## config.mk

```make
export PLATFORM = sky130hd
export DESIGN_NAME = boreal_bus_arbiter
export DESIGN_NICKNAME = d
export VERILOG_FILES = /design/src/rtl/boreal_bus_arbiter.sv
export SDC_FILE = /design/constraint.sdc
export NUM_CORES = 1
export LEC_CHECK = 0
export ABC_AREA = 1
export CAP_MARGIN = 10
export CORE_MARGIN = 10
export CORE_UTILIZATION = 43
export CTS_CLUSTER_DIAMETER = 120
export DETAILED_ROUTE_END_ITERATION = 8
export PLACE_DENSITY_LB_ADDON = 0.1
export SLEW_MARGIN = 20
export SYNTH_ARGS = -nofsm -noshare
export SYNTH_HDL_FRONTEND = slang
export SYNTH_SLANG_ARGS = --single-unit
```

## constraint.sdc

```tcl
create_clock -name clk -period 3.5 [get_ports clk]
set_input_delay 0.7 -clock clk [delete_from_list [all_inputs] [get_ports clk]]
set_output_delay 0.7 -clock clk [all_outputs]
set_load 0.02 [all_outputs]
```

## src/rtl/boreal_bus_arbiter.sv

```systemverilog
// Two-master bus arbiter with gate priority, pub anti-starvation,
// and a downstream timeout that returns an error response.
module boreal_bus_arbiter #(
  parameter int TIMEOUT_CYC  = 64,
  parameter int STARVE_LIMIT = 4
) (
  input  logic        clk,
  input  logic        rst,
  input  logic        pub_req,
  input  logic [68:0] pub_cmd,
  output logic [31:0] pub_rdata,
  output logic        pub_ack,
  output logic        pub_err,
  input  logic        gate_req,
  input  logic [68:0] gate_cmd,
  output logic [31:0] gate_rdata,
  output logic        gate_ack,
  output logic        gate_err,
  output logic        m_req,
  output logic [68:0] m_cmd,
  output logic        m_is_gate,
  input  logic [31:0] m_rdata,
  input  logic        m_ack,
  input  logic        m_err,
  output logic        timeout_evt
);

  localparam logic [7:0] LP_TMO = 8'(TIMEOUT_CYC - 1);
  localparam logic [3:0] LP_STV = 4'(STARVE_LIMIT);

  typedef enum logic [1:0] {
    S_IDLE,
    S_XFER,
    S_RESP
  } state_t;

  state_t      r_state;
  state_t      w_next;
  logic [3:0]  r_starve;
  logic [7:0]  r_wait;
  logic [68:0] r_cmd;
  logic        r_is_gate;
  logic [31:0] r_rdata;
  logic        r_err;
  logic        r_tmo;

  logic w_any;
  logic w_pub_win;
  logic w_tmo;
  logic w_resp;

  assign w_any     = pub_req | gate_req;
  assign w_pub_win = pub_req & (~gate_req | (r_starve >= LP_STV));
  assign w_tmo     = (r_wait == LP_TMO);
  assign w_resp    = (r_state == S_RESP);

  always_comb begin
    w_next = r_state;
    unique case (r_state)
      S_IDLE:  if (w_any) w_next = S_XFER;
      S_XFER:  if (m_ack || w_tmo) w_next = S_RESP;
      S_RESP:  w_next = S_IDLE;
      default: w_next = S_IDLE;
    endcase
  end

  always_ff @(posedge clk) begin
    if (rst) begin
      r_state   <= S_IDLE;
      r_starve  <= '0;
      r_wait    <= '0;
      r_cmd     <= '0;
      r_is_gate <= 1'b0;
      r_rdata   <= '0;
      r_err     <= 1'b0;
      r_tmo     <= 1'b0;
    end else begin
      r_state <= w_next;
      unique case (r_state)
        S_IDLE: begin
          if (w_any) begin
            r_cmd     <= w_pub_win ? pub_cmd : gate_cmd;
            r_is_gate <= ~w_pub_win;
            r_wait    <= '0;
            r_tmo     <= 1'b0;
            if (w_pub_win)
              r_starve <= '0;
            else if (pub_req && r_starve < LP_STV)
              r_starve <= r_starve + 4'd1;
          end
        end
        S_XFER: begin
          r_wait <= r_wait + 8'd1;
          // a late ack still beats the timeout in the same cycle
          if (m_ack) begin
            r_rdata <= m_rdata;
            r_err   <= m_err;
            r_tmo   <= 1'b0;
          end else if (w_tmo) begin
            r_rdata <= '0;
            r_err   <= 1'b1;
            r_tmo   <= 1'b1;
          end
        end
        default: ;
      endcase
    end
  end

  always_comb begin
    m_req       = (r_state == S_XFER);
    m_cmd       = r_cmd;
    m_is_gate   = r_is_gate;
    pub_ack     = w_resp & ~r_is_gate;
    gate_ack    = w_resp & r_is_gate;
    pub_rdata   = pub_ack ? r_rdata : '0;
    pub_err     = pub_ack & r_err;
    gate_rdata  = gate_ack ? r_rdata : '0;
    gate_err    = gate_ack & r_err;
    timeout_evt = w_resp & r_tmo;
  end

endmodule

```

# == After elaboration in Yosys (flattened, before gate mapping) ==
# Cells that the tools add are included.
# word_totals
reg_bits,118
out_inout_bits,140
word_cells,58
# classes
add_sub_neg,2
magnitude_cmp,2
n_eq_ne,6
mux,17
n_bitwise,11
reduce_logical,12
# op_table
cell,count
two-way mux 32 bit,4
two-way mux 69 bit,1
case mux 8 bit (2 select lines),1
adder 8 x 1 -> 8 bit (second input constant),1
equality test 8 x 6 -> 1 bit (second input constant),1
two-way mux 4 bit,2
two-way mux 8 bit,1
AND reduction 2 bit,4
AND 1 bit,6
AND reduction 3 bit,2
nonzero test 2 bit,3
adder 4 x 1 -> 4 bit (second input constant),1
>= comparator 4 x 3 -> 1 bit (second input constant),1
less-than comparator 4 x 3 -> 1 bit (second input constant),1
two-way mux 1 bit,4
two-way mux 2 bit,2
case mux 2 bit (2 select lines),1
inequality test 3 x 1 -> 1 bit (second input constant),1
inverter 1 bit,3
equality test 2 x 1 -> 1 bit (second input constant),1
equality test 2 bit (second input constant),1
logical NOT 2 bit,1
inequality test 2 x 1 -> 1 bit (second input constant),1
inequality test 2 bit (second input constant),1
other kinds (4),5

# == Depth between registers and ports, before layout ==
# depth
ltp_word,5
depth_mapped,9

# == Worst setup path after synthesis ==
# Ideal clock, no wire load.
# synth_timing
path_type,register -> output
from,register r_is_gate (netlist: m_is_gate)
to,output gate_rdata[10]
t_arrival_ns,1.544
required_ns,2.800
slack_ns,1.256
path_stages_with_launch,6
path_buffers,1
path_cell_list,dfxtp_1 inv_1 nor2_1 inv_1 buf_1 nor2_1
# synth_between
elab_chain_len,2
# synth_rtl
item,line,rtl
start: declaration,42,logic r_is_gate;
start signal: assignment,83,r_is_gate <= ~w_pub_win;
AND 1 bit,115,gate_ack = w_resp & r_is_gate;
named net gate_ack,17,"output logic gate_ack,"
two-way mux 32 bit,118,gate_rdata = gate_ack ? r_rdata : '0;
end: declaration,16,"output logic [31:0] gate_rdata,"
# The timed path passes the listed nets, and every way through them passes these cells.

# == Worst setup path in the final report ==
# layout_timing
from,register r_state[0]
to,output pub_rdata[7]
# layout_between
elab_chain_len,3
# layout_rtl
item,line,rtl
start: declaration,37,state_t r_state;
start signal: assignment,78,r_state <= w_next;
equality test 2 bit,55,assign w_resp = (r_state == S_RESP);
AND 1 bit,114,pub_ack = w_resp & ~r_is_gate;
two-way mux 32 bit,116,pub_rdata = pub_ack ? r_rdata : '0;
end: declaration,11,"output logic [31:0] pub_rdata,"
# Every way passes these cells.

==> summary.md <==
| Metric | Value |
|---|---|
| Routed WL | `21900 µm` |
| Peak supply drop | `361 µV` |
| Vias/cell | `4.72` |
| Fill cells | `1205` |
| Share of post-route cells with drive strength above 1 | `4.52%` |
| Top FF cell, synth | `dfxtp_1` |
| DRT antenna net count | `0` |
| Hold Crit Depth | `2` |
| Worst Path Class, Setup | `register to output port` |
| Initial Util | `43.7%` |
| Die height | `138 µm` |
| Remaining global-route overflow | `0` |
| Synth Cell Area | `6020 µm²` |
| Crit-path max FO | `33` |
| Setup crit end kind | `output port` |
| Num CTS Buffers | `17` |
| Area grow syn2layout | `62.9%` |
| Largest net degree at the start of global routing | `60` |
| Vias in the first global route | `6380` |
| Post-synth EDFFs | `0` |
| Post-synth top cells | `nor2_1 (222), nand2_1 (199), nand3_1 (176)` |
| CTS tree | `done` |
| CTS max path bufs | `2` |
| Number of DRC markers in iteration 0 | `405` |
| Final Slew Violations | `0` |
| Number of vias in the routed layout | `6817` |
| Biggest area consumer among synthesized cells | `dfxtp_1` |
| Syn Nets | `1146` |
| # IOs | `316` |
| First-pass GRT wire length | `34100 µm` |
| Top cell type's share of synthesized area | `39.3%` |
| Initial antenna violation count | `3` |
| Cell count after synthesis | `968` |
| Clk_lat worst skew | `0.41 ns` |
| Nets@finish | `1427` |
| Top cells by area, synth | `dfxtp_1 (39%), nand3_1 (15%), nor2_1 (14%)` |
| Synth cell types | `21` |
| Worst-case reg-to-reg path depth | `6` |
| Avg Cell Area, Syn | `6.21 µm²` |
| CTS Root Buffer Type | `clkbuf_16` |
| Post-layout min period | `3.06 ns` |
| Status | `finished, final reports clean` |
| Worst-case headroom to the max-slew limit | `37.2%` |
| Flop-to-flop setup slack | `1.43 ns` |
| CTS clk-pin slew, worst paths | `0.05 ns` |
| Post-CTS Setup Bufs | `0` |
| Area of the multi-input gates | `2840 µm²` |
| Crit share post-route | `87.5%` |
| Endpoints failing setup | `0` |
| Reg area | `2360 µm²` |
| Count leader, synth | `nor2_1` |
| Design Area, Final | `9800 µm²` |
| Placed cells | `1410` |
| Reg-to-reg critical path startpoint | `r_wait[1]$_SDFFE_PP0P_` |
| Worst min path class | `register to register` |
| Post-synthesis sequential area ratio | `39.3%` |
| Row count | `43` |
| RSZ-0062 raised after global routing | `no` |
| CTS H-tree depth | `4` |
| Core Footprint | `13800 µm²` |
| Synth async-reset ratio | `0%` |
| # Max-Cap Violations | `0` |
| Total power | `0.00438 W` |
| Placed inst area | `9150 µm²` |
| Drt first pass iters | `5` |
| GR Util All Layers | `21.7%` |
| Min-delay src | `r_starve[3]$_SDFFE_PP0P_` |
| Crit path launch type | `register` |
| Post-Layout Cell Count | `1445` |
| Setup Total Neg Slack | `0 ns` |
| CP Launch Point | `r_state[0]$_SDFFE_PP0P_` |
| Static leakage | `4.34 nW` |
| Cts repair resizes | `0` |
| Fmax | `326 MHz` |
| Worst slew pin tran | `0.941 ns` |
| Yosys warning total | `0` |
| Post-Route Utilization | `71.1%` |
| Chip width | `138 µm` |
| Pwr/cell area | `447 nW/µm²` |
| Yosys reg bits | `118` |
| CP arrival | `2.36 ns` |
| # DRC | `0` |
| Die ar. | `19100 µm²` |
| Fin. Hold Viols | `0` |
| Fin Clk Skew | `0.00858 ns` |
| IO buf count | `315` |
| Post-DP HPWL | `16500 µm` |
| Required time of the worst setup path | `2.80 ns` |
| Hold Buf Count CTS | `0` |
| Clock Sinks | `118` |
| DR WL/cell | `15.2 µm` |
| Gpl congestion | `0.875` |
==> kinds of logic after synthesis <==
kind of cell               count (synthesis)  synth area share [%]
and+or+nand+nor                          603                  41.7
adders and majority gates                  2                 0.416
buffers and inverters                    189                  13.7
AOI/OAI and AO/OA                         55                  4.76
xor gates and xnor gates                   1                 0.146
DFF                                      118                  39.3
==> report_power, final <==
part | switching (W) | leakage, nW | total [W] | internal (W)
registers | 0.0000561 | 0.972 | 0.00152 | 0.00146
clock network | 0.000608 | 0.308 | 0.00185 | 0.00124
logic | 0.000530 | 3.06 | 0.00101 | 0.000477
total | 0.00119 | 4.34 | 0.00438 | 0.00318
==> state kept, by name, summed over array words and instances (netlist names) <==
name / cells
m_is_gate: 1
m_cmd: 69
r_state: 2
r_rdata: 32
r_starve: 4
r_err: 1
r_wait: 8
r_tmo: 1
==> layer usage <==
metal  global-route usage (%)  part of all wire (%)  wire, µm  vias to the layer above
li1                         -                     -         -                     3548
met1                     23.1                    40      8710                     2972
met2                     36.8                    48     10500                      265
met3                     9.93                    10      2200                       32
met4                     8.44                   2.3       500                        0
met5                        0                     0         0                        -
==> critical path: stages, from the launching register on <==
cell and delay (ns):
dfxtp_1 0.39, inv_1 0.05, nand2_1 0.09, nor2_1 0.06
inv_1 0.68, nor2_1 0.10, clkdlybuf4s50_1 0.59
==> layout by cell type, fill, tap and decap left out, types with 2 or more instances in the layout <==
| master | netlist | layout |
|---|---|---|
| clkinv_4 | 0 | 2 |
| nand2_2 | 1 | 3 |
| a21oi_1 | 44 | 44 |
| dfxtp_1 | 118 | 118 |
| clkdlybuf4s50_1 | 0 | 313 |
| o21ai_0 | 10 | 10 |
| clkbuf_16 | 0 | 17 |
| diode_2 | 0 | 3 |
| inv_1 | 121 | 121 |
| nor2_1 | 222 | 222 |
| buf_12 | 0 | 2 |
| clkinv_2 | 0 | 3 |
| clkinvlp_4 | 0 | 3 |
| nand3_2 | 2 | 2 |
| nand2_1 | 199 | 197 |
| clkbuf_8 | 0 | 3 |
| ha_1 | 2 | 2 |
| buf_4 | 9 | 10 |
| nand3_1 | 176 | 176 |
| bufinv_16 | 0 | 4 |
| inv_2 | 4 | 3 |
==> layout make-up <==
cell class	count	area share, %
repair buffers	326	33.2
multi-input cells	661	28.9
flip-flops and latches	118	24.1
inverters	125	4.81
clock buffers	20	4.76
well taps	180	2.30
clock inverters	12	1.79
diodes	3	0.0766
==> path summary, 6_finish.rpt <==
path                                    to
setup / recovery              pub_rdata[7]
hold / removal    r_starve[3]$_SDFFE_PP0P_
setup reg to reg  r_rdata[20]$_SDFFE_PP0P_
hold reg to reg   r_starve[3]$_SDFFE_PP0P_
==> metrics by stage <==
step,worst slack [ns],hold WS [ns]
2_1_floorplan,1.26,0.419
4_1_cts,0.417,0.457
6_report,0.436,0.458
5_1_grt,0.262,0.470
3_3_place_gp,0.950,0.428
3_5_place_dp,0.867,0.450
Power figures use the tool's default switching activity.
